## src/rtl/dcache_miss_ctrl.sv

```systemverilog
// rtl/dcache_miss_ctrl.sv - MEM-stage data-cache controller with 8-word block fill
module dcache_miss_ctrl (
  input  logic        clk,
  input  logic        rst,
  input  logic        MemRead_In,
  input  logic        MemWrite_In,
  input  logic [15:0] Addr_In,
  input  logic [15:0] WData_In,
  input  logic        Hit_In,
  input  logic [15:0] CacheData_In,
  input  logic        MemGrant_In,
  input  logic        MemDataValid_In,
  input  logic [15:0] MemRData_In,
  output logic        Stall_Out,
  output logic [15:0] Mem_DataOut,
  output logic        TagWrite_Out,
  output logic        DataWrite_Out,
  output logic [2:0]  CacheWordSel_Out,
  output logic [15:0] CacheWData_Out,
  output logic        MemEnable_Out,
  output logic        MemWr_Out,
  output logic [15:0] MemAddr_Out,
  output logic [15:0] MemWData_Out
);

  typedef enum logic [1:0] {
    IDLE  = 2'd0,
    FILL  = 2'd1,
    TAGWR = 2'd2
  } state_t;

  state_t      state;
  state_t      state_nxt;
  logic [3:0]  ic;
  logic [3:0]  rc;
  logic [11:0] base_tag;

  logic access;
  logic miss;
  logic issue;
  logic recv;

  // A simultaneous read and write is handled as a store: MemWrite_In alone selects the store path.
  assign access = MemRead_In | MemWrite_In;
  assign miss   = access & ~Hit_In;
  assign issue  = (state == FILL) & MemGrant_In & (ic < 4'd8);
  assign recv   = (state == FILL) & MemDataValid_In;

  // State register
  always_ff @(posedge clk or negedge rst) begin
    if (!rst) begin
      state <= IDLE;
    end else begin
      state <= state_nxt;
    end
  end

  // Fill bookkeeping: issue/receive counters and the block base latched at miss time
  always_ff @(posedge clk or negedge rst) begin
    if (!rst) begin
      ic       <= 4'd0;
      rc       <= 4'd0;
      base_tag <= 12'd0;
    end else if (state == IDLE && miss) begin
      ic       <= 4'd0;
      rc       <= 4'd0;
      base_tag <= Addr_In[15:4];
    end else begin
      if (issue) begin
        ic <= ic + 4'd1;
      end
      if (recv && rc < 4'd8) begin
        rc <= rc + 4'd1;
      end
    end
  end

  // Next-state logic: the eighth returned word ends the fill
  always_comb begin
    state_nxt = state;
    case (state)
      IDLE:    if (miss) state_nxt = FILL;
      FILL:    if (recv && rc == 4'd7) state_nxt = TAGWR;
      TAGWR:   state_nxt = IDLE;
      default: state_nxt = IDLE;
    endcase
  end

  // Output logic; everything except the word select is held at zero while reset is asserted
  always_comb begin
    Stall_Out        = 1'b0;
    Mem_DataOut      = 16'd0;
    TagWrite_Out     = 1'b0;
    DataWrite_Out    = 1'b0;
    CacheWordSel_Out = Addr_In[3:1];
    CacheWData_Out   = 16'd0;
    MemEnable_Out    = 1'b0;
    MemWr_Out        = 1'b0;
    MemAddr_Out      = 16'd0;
    MemWData_Out     = 16'd0;
    if (rst) begin
      case (state)
        IDLE: begin
          if (miss) begin
            Stall_Out = 1'b1;
          end else if (access && MemWrite_In) begin
            // Write-through store: array and memory are written together, or neither is.
            if (MemGrant_In) begin
              DataWrite_Out  = 1'b1;
              CacheWData_Out = WData_In;
              MemEnable_Out  = 1'b1;
              MemWr_Out      = 1'b1;
              MemAddr_Out    = Addr_In;
              MemWData_Out   = WData_In;
            end else begin
              Stall_Out = 1'b1;
            end
          end else if (access) begin
            Mem_DataOut = CacheData_In;
          end
        end
        FILL: begin
          Stall_Out = 1'b1;
          if (issue) begin
            MemEnable_Out = 1'b1;
            MemAddr_Out   = {base_tag, ic[2:0], 1'b0};
          end
          if (recv) begin
            DataWrite_Out    = 1'b1;
            CacheWordSel_Out = rc[2:0];
            CacheWData_Out   = MemRData_In;
          end
        end
        TAGWR: begin
          Stall_Out    = 1'b1;
          TagWrite_Out = 1'b1;
        end
        default: begin
          Stall_Out = 1'b0;
        end
      endcase
    end
  end

endmodule

```

## config.mk

```make
export PLATFORM = sky130hd
export DESIGN_NAME = dcache_miss_ctrl
export DESIGN_NICKNAME = d
export VERILOG_FILES = /design/src/rtl/dcache_miss_ctrl.sv
export SDC_FILE = /design/constraint.sdc
export NUM_CORES = 1
export LEC_CHECK = 0
export ABC_CLOCK_PERIOD_IN_PS = 2600
export CORE_ASPECT_RATIO = 0.75
export CORE_UTILIZATION = 33
export DETAILED_ROUTE_END_ITERATION = 16
export MAX_ROUTING_LAYER = met4
export PLACE_DENSITY = 0.91
export SYNTH_ARGS = -nofsm -noshare
export SYNTH_HDL_FRONTEND = slang
export SYNTH_SLANG_ARGS = --single-unit
```

## constraint.sdc

```tcl
create_clock -name clk -period 2.6 [get_ports clk]
set_input_delay 0.52 -clock clk [delete_from_list [all_inputs] [get_ports clk]]
set_output_delay 0.52 -clock clk [all_outputs]
set_load 0.01 [all_outputs]
```

==> metrics.md, run 1 <==
| Metric | Value |
|---|---|
| Power Total | between 1.5 and 2 mW |
| Fin. max-slew vios | 0 |
| Combinational power share | around half |
| Crit-path slowest cell | clkdlybuf4s50_1 |
| Reg-to-Reg End | base_tag[9]$_DFFE_PN0P_ |
| Final Skew | 0.000830 ns |
| Num CTS Buffers | 3 |
| Syn Std Cell Area | 0.00174 mm2 |
| R2R Setup Slk | just under 1 ns |
| Core outline area | about 0.005 mm2 |
| Vias in the first global route | 1932 |
| CTS Buffer Depth | 2 |
| Sequential share of power | 33.5% |
| Worst Path Arrival | roughly 2.0 ns |
| Initial Utilization | 35.0% |
| Post-CTS Hold Buffers | 0 |
| First-pass GRT wire length | 9910 um |
| Largest area contributor in the netlist | dfrtp_1 |
| Tmin final | ~2.5 ns |
| Yosys top cell area share | 31.6% |
| Final WS setup | 0.0968 ns |
| Rows | 22 |
| Nets | 414 |
| Max Cap Violations | 0 |
| Critical path cell sequence | clkdlybuf4s50_1 > nand2_1 > nor2_4 > buf_4 > bufbuf_16 > a22o_1 > dlygate4sd2_1 |
| Seq cells post-synth | 22 |
| Syn nets | between 200 and 300 |
| Diode count | 0 |
| All-Layer GR Usage | 23.3% |
| Reg2Reg Depth | 5 |
| Cell Int Power | 1.17 mW |
| Worst Path Max Fanout | 10 |
| Critical Path End Type | output port |
| Main synth FF type | dfrtp_1 |
| Final Cycle Share | 96.3% |
| Clock latency on the worst-skew pair | 0.26 ns |
| DR vias | 1956 |
| Synth unique cells | 37 |
| DRC | 0 |
| WL/cell | 15.5 um |
| ANT nets after route | 0 |
| Post-synth EDFFs | 0 |
| Clock root buffer | clkbuf_8 |
| Clk slew on worst S/H paths | 0.08 ns |
| Seq/Total Area, Yosys | a little under a third |
| Post-DP HPWL | 4870 um |
| Routed vias/inst | about 4.8 |
| Layout area overhead | 97.0% |
| Slew headroom | 82.6% |
| Crit-path leading delay family | buffers and inverters |
| Worst slew pin tran | 0.261 ns |
| Grt total ovfl | 0 |
| H-tree depth | 1 |
| Clock group share of total power | 18.4% |
| Dpl cell area | between 0.003 and 0.004 mm2 |
| Syn_area_per_cell | approximately 10 um2 |
| Cell with the most instances after synthesis | and2_1 |
| Largest net degree at the start of global routing | 29 |
| Die width | 85.9 um |
| CP Class | input port to output port |
| Sink Count | 22 |
| IO Port Bufs | ~140 |
| Post-route design area | 0.00343 mm2 |
| Sw frac | 32.3% |
| Share of synthesized registers carrying an async set or reset | 100% |
| Final setup vio count | 0 |
| Place WS | -0.277 ns |
| LEAKAGE | about 1.8 nW |
| Die Span Y | 64.9 um |
| Warnings from Yosys | 0 |
| HP Class | input port to asynchronous set/reset pin |
| Global placement routability congestion | 0.813 |
| # IOs | 143 |
| Worst setup startpoint | MemWrite_In |
| Pwr Density | 505 mW/mm2 |
| Synth cell count leaders | 34 x and2_1, 31 x a22o_1, 22 x dfrtp_1 |
| Layout cell share with drive strength beyond 1 | ~19% |
| Worst r2r src | state[0]$_DFFE_PN0P_ |
| Fin. Hold Viols | 0 |
| DRT Pass-1 Iters | 4 |
| Crit path buf inv count | 4 |
| Initial antenna violation count | 0 |
| Mapped Cells | 174 |
| Fmax | 0.399 GHz |
| Status | finished, final reports clean |
| Critical path endpoint | CacheWData_Out[8] |
| Largest cells by area after synthesis | dfrtp_1 32%, a22o_1 16%, and2_1 12% |
| Die Area | around 0.0056 mm2 |
| Startpoint Class | input port |
| Final TNS setup | 0 ns |
| Cell count along the critical path | 7 |
| Maximum VDD drop | 0.000350 V |
| CTS tree | built |
| Final WL | about 6300 um |
| Max incr delay on CP | 0.42 ns |
| RSZ-0062 raised after global routing | false |
| Initial DRC count | 49 |
| Worst EP required | 2.08 ns |
| NetSw | 0.560 mW |
==> final cells by class <==
type	count	area, um2
Clock buffer	3	41.3
Clock inverter	1	30.0
Fill cell	432	1550
Inverter	5	18.8
Multi-Input combinational cell	135	1110
Sequential cell	22	551
Tap cell	72	90.1
Timing Repair Buffer	169	1590
==> kinds of logic (layout without fill, tap and decap cells) <==
group	after synthesis	in the layout	synth area share (%)
flip-flops	22	22	31.6
adder cells (fa/ha/maj)	7	7	5.03
multiplexers	17	17	11.5
buffers and inverters	18	178	6.90
XOR/XNOR	4	4	2.01
AND/OR/NAND/NOR	64	65	22.4
AO/OA/AOI/OAI	42	42	20.5
==> power groups by stage <==
| stage | registers (mW) | clock network, mW | logic [mW] |
|---|---|---|---|
| after global routing | 0.600 | 0.343 | 0.910 |
| after floorplan | 0.560 | 0 | 0.473 |
| final | 0.579 | 0.318 | 0.833 |
| after CTS | 0.579 | 0.323 | 0.838 |
| after global placement | 0.577 | 0 | 0.793 |
| after detailed placement | 0.581 | 0 | 0.815 |
==> routing by layer <==
| metal | track usage (%) | share of wire, % |
|---|---|---|
| met5 | - | 0 |
| met4 | 5.63 | 1.0 |
| met3 | 3.69 | 5.9 |
| met2 | 40.5 | 49 |
| met1 | 28.4 | 44 |
==> through the flow <==
stage | instances | util, % | hold slack (ns)
finish | 407 | 68.9 | 0.382
global route | 407 | 68.9 | 0.389
CTS | 407 | 68.8 | 0.372
detailed placement | 394 | 66.7 | 0.496
global placement | 394 | 66.7 | 0.489
floorplan | 174 | - | 0.224
==> placed cells by master, fill, tap and decap left out, types with 3 or more instances in the layout <==
cell type,synthesis,routed
dfrtp_1,22,22
inv_1,5,3
nand4b_1,3,3
nor2_1,9,8
mux2_4,3,3
a21oi_1,3,3
and2_1,34,34
clkdlybuf4s15_1,0,4
clkdlybuf4s50_1,0,68
ha_1,7,5
mux2_2,12,12
nand2_1,6,6
buf_4,4,22
clkbuf_8,0,3
a22o_1,31,31
xor2_1,3,3
dlygate4sd2_1,0,66
==> registers in the layout, summed over array words and instances, names as in the netlist <==
| signal | cells |
|---|---|
| ic | 4 |
| rc | 4 |
| state | 2 |
| base_tag | 12 |
==> how the worst min path moves through the flow <==
| stage | end | slack (ns) | depth (start not counted) | startpoint |
|---|---|---|---|---|
| 4_1_cts | rc[1]$_DFFE_PN0P_ | 0.37 | 2 | rst |
| 5_1_grt | rc[0]$_DFFE_PN0P_ | 0.39 | 2 | rst |
| 3_5_place_dp | base_tag[11]$_DFFE_PN0P_ | 0.50 | 1 | base_tag[11]$_DFFE_PN0P_ |
| 2_1_floorplan | base_tag[0]$_DFFE_PN0P_ | 0.22 | 0 | rst |
| 3_3_place_gp | base_tag[2]$_DFFE_PN0P_ | 0.49 | 1 | base_tag[2]$_DFFE_PN0P_ |
| 6_report | rc[0]$_DFFE_PN0P_ | 0.38 | 2 | rst |
==> timing repair <==
| action | CTS | global route |
|---|---|---|
| endpoints found under the setup margin | 71 | 8 |
| gates resized for setup | 84 | 10 |
| pin swaps | 2 | 0 |
| setup buffers | 6 | 0 |
| cloned | 3 | 0 |
| endpoints found under the hold margin | 0 | 0 |
Power figures use the tool's default switching activity.
==> run 2: changes to the inputs <==
--- a/config.mk
+++ b/config.mk
@@ -11,6 +11,7 @@
 export DETAILED_ROUTE_END_ITERATION = 16
 export MAX_ROUTING_LAYER = met4
 export PLACE_DENSITY = 0.91
+export SETUP_SLACK_MARGIN = 0.1
 export SYNTH_ARGS = -nofsm -noshare
 export SYNTH_HDL_FRONTEND = slang
 export SYNTH_SLANG_ARGS = --single-unit
==> metrics.md, run 2 (synthesized netlist as in run 1, its figures left out) <==
| Metric | Value |
|---|---|
| Vias in the first global route | 1956 (+1.2%) |
| Initial antenna violation count | 0 (unchanged) |
| Fin. Hold Viols | 0 (unchanged) |
| HP Class | input port to asynchronous set/reset pin |
| DR vias | 1988 (+1.6%) |
| Tmin final | 2.43 ns (-0.0707 ns) |
| Num CTS Buffers | 3 (unchanged) |
| RSZ-0062 raised after global routing | true |
| CP Class | input port to output port |
| Core outline area | 0.00498 mm2 (unchanged) |
| LEAKAGE | 1.71 nW (-3.4%) |
| Biggest regs | base_tag (12), ic (4), rc (4) |
| Crit-path slowest cell | clkdlybuf4s50_1 |
| IO Port Bufs | 142 (unchanged) |
| Slew headroom | 82.4% (-0.15 points) |
| Pwr Density | 503 mW/mm2 (-0.39%) |
| ANT nets after route | 0 (unchanged) |
| Max reg flops | 12 (unchanged) |
| Startpoint Class | input port |
| Status | finished, final reports clean |
| Clock root buffer | clkbuf_8 |
| Filler instances | 416 (-3.7%) |
| Fmax | 0.411 GHz (+2.9%) |
| Die width | 85.9 um (unchanged) |
| Routed vias/inst | 4.80 (about the same) |
| DRT Pass-1 Iters | 4 (unchanged) |
| Largest net degree at the start of global routing | 20 (-31%) |
| Register area | 551 um2 (unchanged) |
| WL/cell | 15.8 um (+1.8%) |
| Worst Path Max Fanout | 7 (-3) |
| CTS Buffer Depth | 2 (unchanged) |
| Initial DRC count | 48 (-2.0%) |
| Final WL | 6540 um (+3.5%) |
| Commonest non-fill, non-tap cell in the layout | clkdlybuf4s50_1 |
| Power Total | 1.77 mW (+2.0%) |
| Layout cell share with drive strength beyond 1 | 24.0% (+5.5 points) |
| # IOs | 143 (unchanged) |
| CTS tree | built |
| Post-CTS Hold Buffers | 0 (unchanged) |
| All-Layer GR Usage | 23.6% (+0.28 points) |
| Footprint of the multi-input gates | 0.00113 mm2 (+2.1%) |
| Max incr delay on CP | 0.50 ns (+0.08 ns) |
| First-pass GRT wire length | 10000 um (+1.0%) |
| Worst EP required | 2.08 ns (about the same) |
| Layout area overhead | 102% |
| Biggest register | base_tag |
| Initial Utilization | 35.0% (unchanged) |
| Worst Path Arrival | 1.91 ns (-0.07 ns) |
| Fin Hold WS | 0.427 ns (+0.0444 ns) |
| DRC | 0 (unchanged) |
| Reg2Reg Depth | 5 (unchanged) |
| Die Area | 0.00558 mm2 (unchanged) |
| Post-DP HPWL | 4870 um (unchanged) |
| Final setup vio count | 0 (unchanged) |
| Worst slew pin tran | 0.264 ns (+0.00219 ns) |
| Fin. max-slew vios | 0 (unchanged) |
| Final core occ | 70.5% (+1.6 points) |
| Clk slew on worst S/H paths | 0.08 ns (about the same) |
| Critical path cell sequence | clkdlybuf4s50_1 > nand3_2 > nor2_2 > buf_6 > buf_4 > a22o_1 > dlygate4sd2_1 |
| Final Cycle Share | 93.6% (-2.7 points) |
| H-tree depth | 1 (unchanged) |
| Die Span Y | 64.9 um (unchanged) |
| Rows | 22 (unchanged) |
| Critical Path End Type | output port |
| Diode count | 0 (unchanged) |
| Nets | 421 (+1.7%) |
| Commonest cells after routing, fill and taps aside | 67 x clkdlybuf4s50_1, 40 x dlygate4sd2_1, 34 x and2_1 |
| Sink Count | 22 (unchanged) |
| Final Skew | 0.00326 ns (+0.00243 ns) |
| Clock latency on the worst-skew pair | 0.26 ns (about the same) |
| Max Cap Violations | 0 (unchanged) |
| Grt total ovfl | 0 (unchanged) |
| Global placement routability congestion | 0.813 (unchanged) |
| Maximum VDD drop | 0.000353 V (+0.69%) |
run 2: changes by cell type in the layout (fill, tap and decap cells not counted), sizes merged:
| cell | before | now |
|---|---|---|
| dlymetal6s2s | 2 | 1 |
| clkdlybuf4s50 | 68 | 67 |
| clkbuf | 5 | 16 |
| buf | 26 | 33 |
| clkdlybuf4s15 | 4 | 21 |
| dlygate4sd2 | 66 | 40 |
run 2: where the power goes:
part,internal (mW),total [mW],switching (mW),leakage [nW]
Combinational,0.505,0.868,0.363,1.40
Sequential,0.482,0.581,0.0986,0.276
Clock,0.206,0.316,0.111,0.0357
run 2: per-layer routing:
layer  vias up  share of wire (%)  GRT usage (%)
li1        968                  -              -
met1       934                 43           28.0
met2        80                 50           41.7
met3         6                6.1           4.20
met4         0               0.98           5.63
met5         -                  0              -
run 2: path summary, 6_finish.rpt:
kind	slack [ns]	startpoint	end
worst max-delay path	0.17	MemDataValid_In	CacheWData_Out[0]
worst min-delay path	0.43	rst	rc[0]$_DFFE_PN0P_
worst max register to register	0.99	state[0]$_DFFE_PN0P_	base_tag[9]$_DFFE_PN0P_
worst min register to register	0.51	base_tag[11]$_DFFE_PN0P_	base_tag[11]$_DFFE_PN0P_
max in group asynchronous	1.81	rst	base_tag[2]$_DFFE_PN0P_
min in group clk	0.51	base_tag[11]$_DFFE_PN0P_	base_tag[11]$_DFFE_PN0P_
run 2: through the flow:
step	TNS [ns]	worst slack, ns	instance area (um2)	cells
4_1_cts	0	0.0876	3490	409
3_3_place_gp	-14.71	-0.297	3320	394
2_1_floorplan	0	0.521	1740	174
5_1_grt	0	0.0678	3510	414
3_5_place_dp	-14.36	-0.277	3320	394
6_report	0	0.168	3510	414
run 2: final cells by class:
type | instances | share of cell area (%)
inverter | 5 | 0.534
timing repair buffer | 176 | 47.0
tap | 72 | 2.57
clock buffer | 3 | 1.18
multi-input combinational | 135 | 32.2
clock inverter | 1 | 0.855
sequential | 22 | 15.7
run 2: what timing repair did:
| action | CTS | global route |
|---|---|---|
| cloned | 3 | 1 |
| gates resized for setup | 113 | 25 |
| buffers inserted | 8 | 4 |
| pin swaps | 3 | 1 |
| endpoints found under the setup margin | 72 | 48 |
run 2: worst max-delay path, delay by kind of cell:
kind / cells / cell delay [ns]
buffers and inverters: 4 / 1.04
AND/OR/NAND/NOR: 2 / 0.25
AO/OA/AOI/OAI: 1 / 0.10
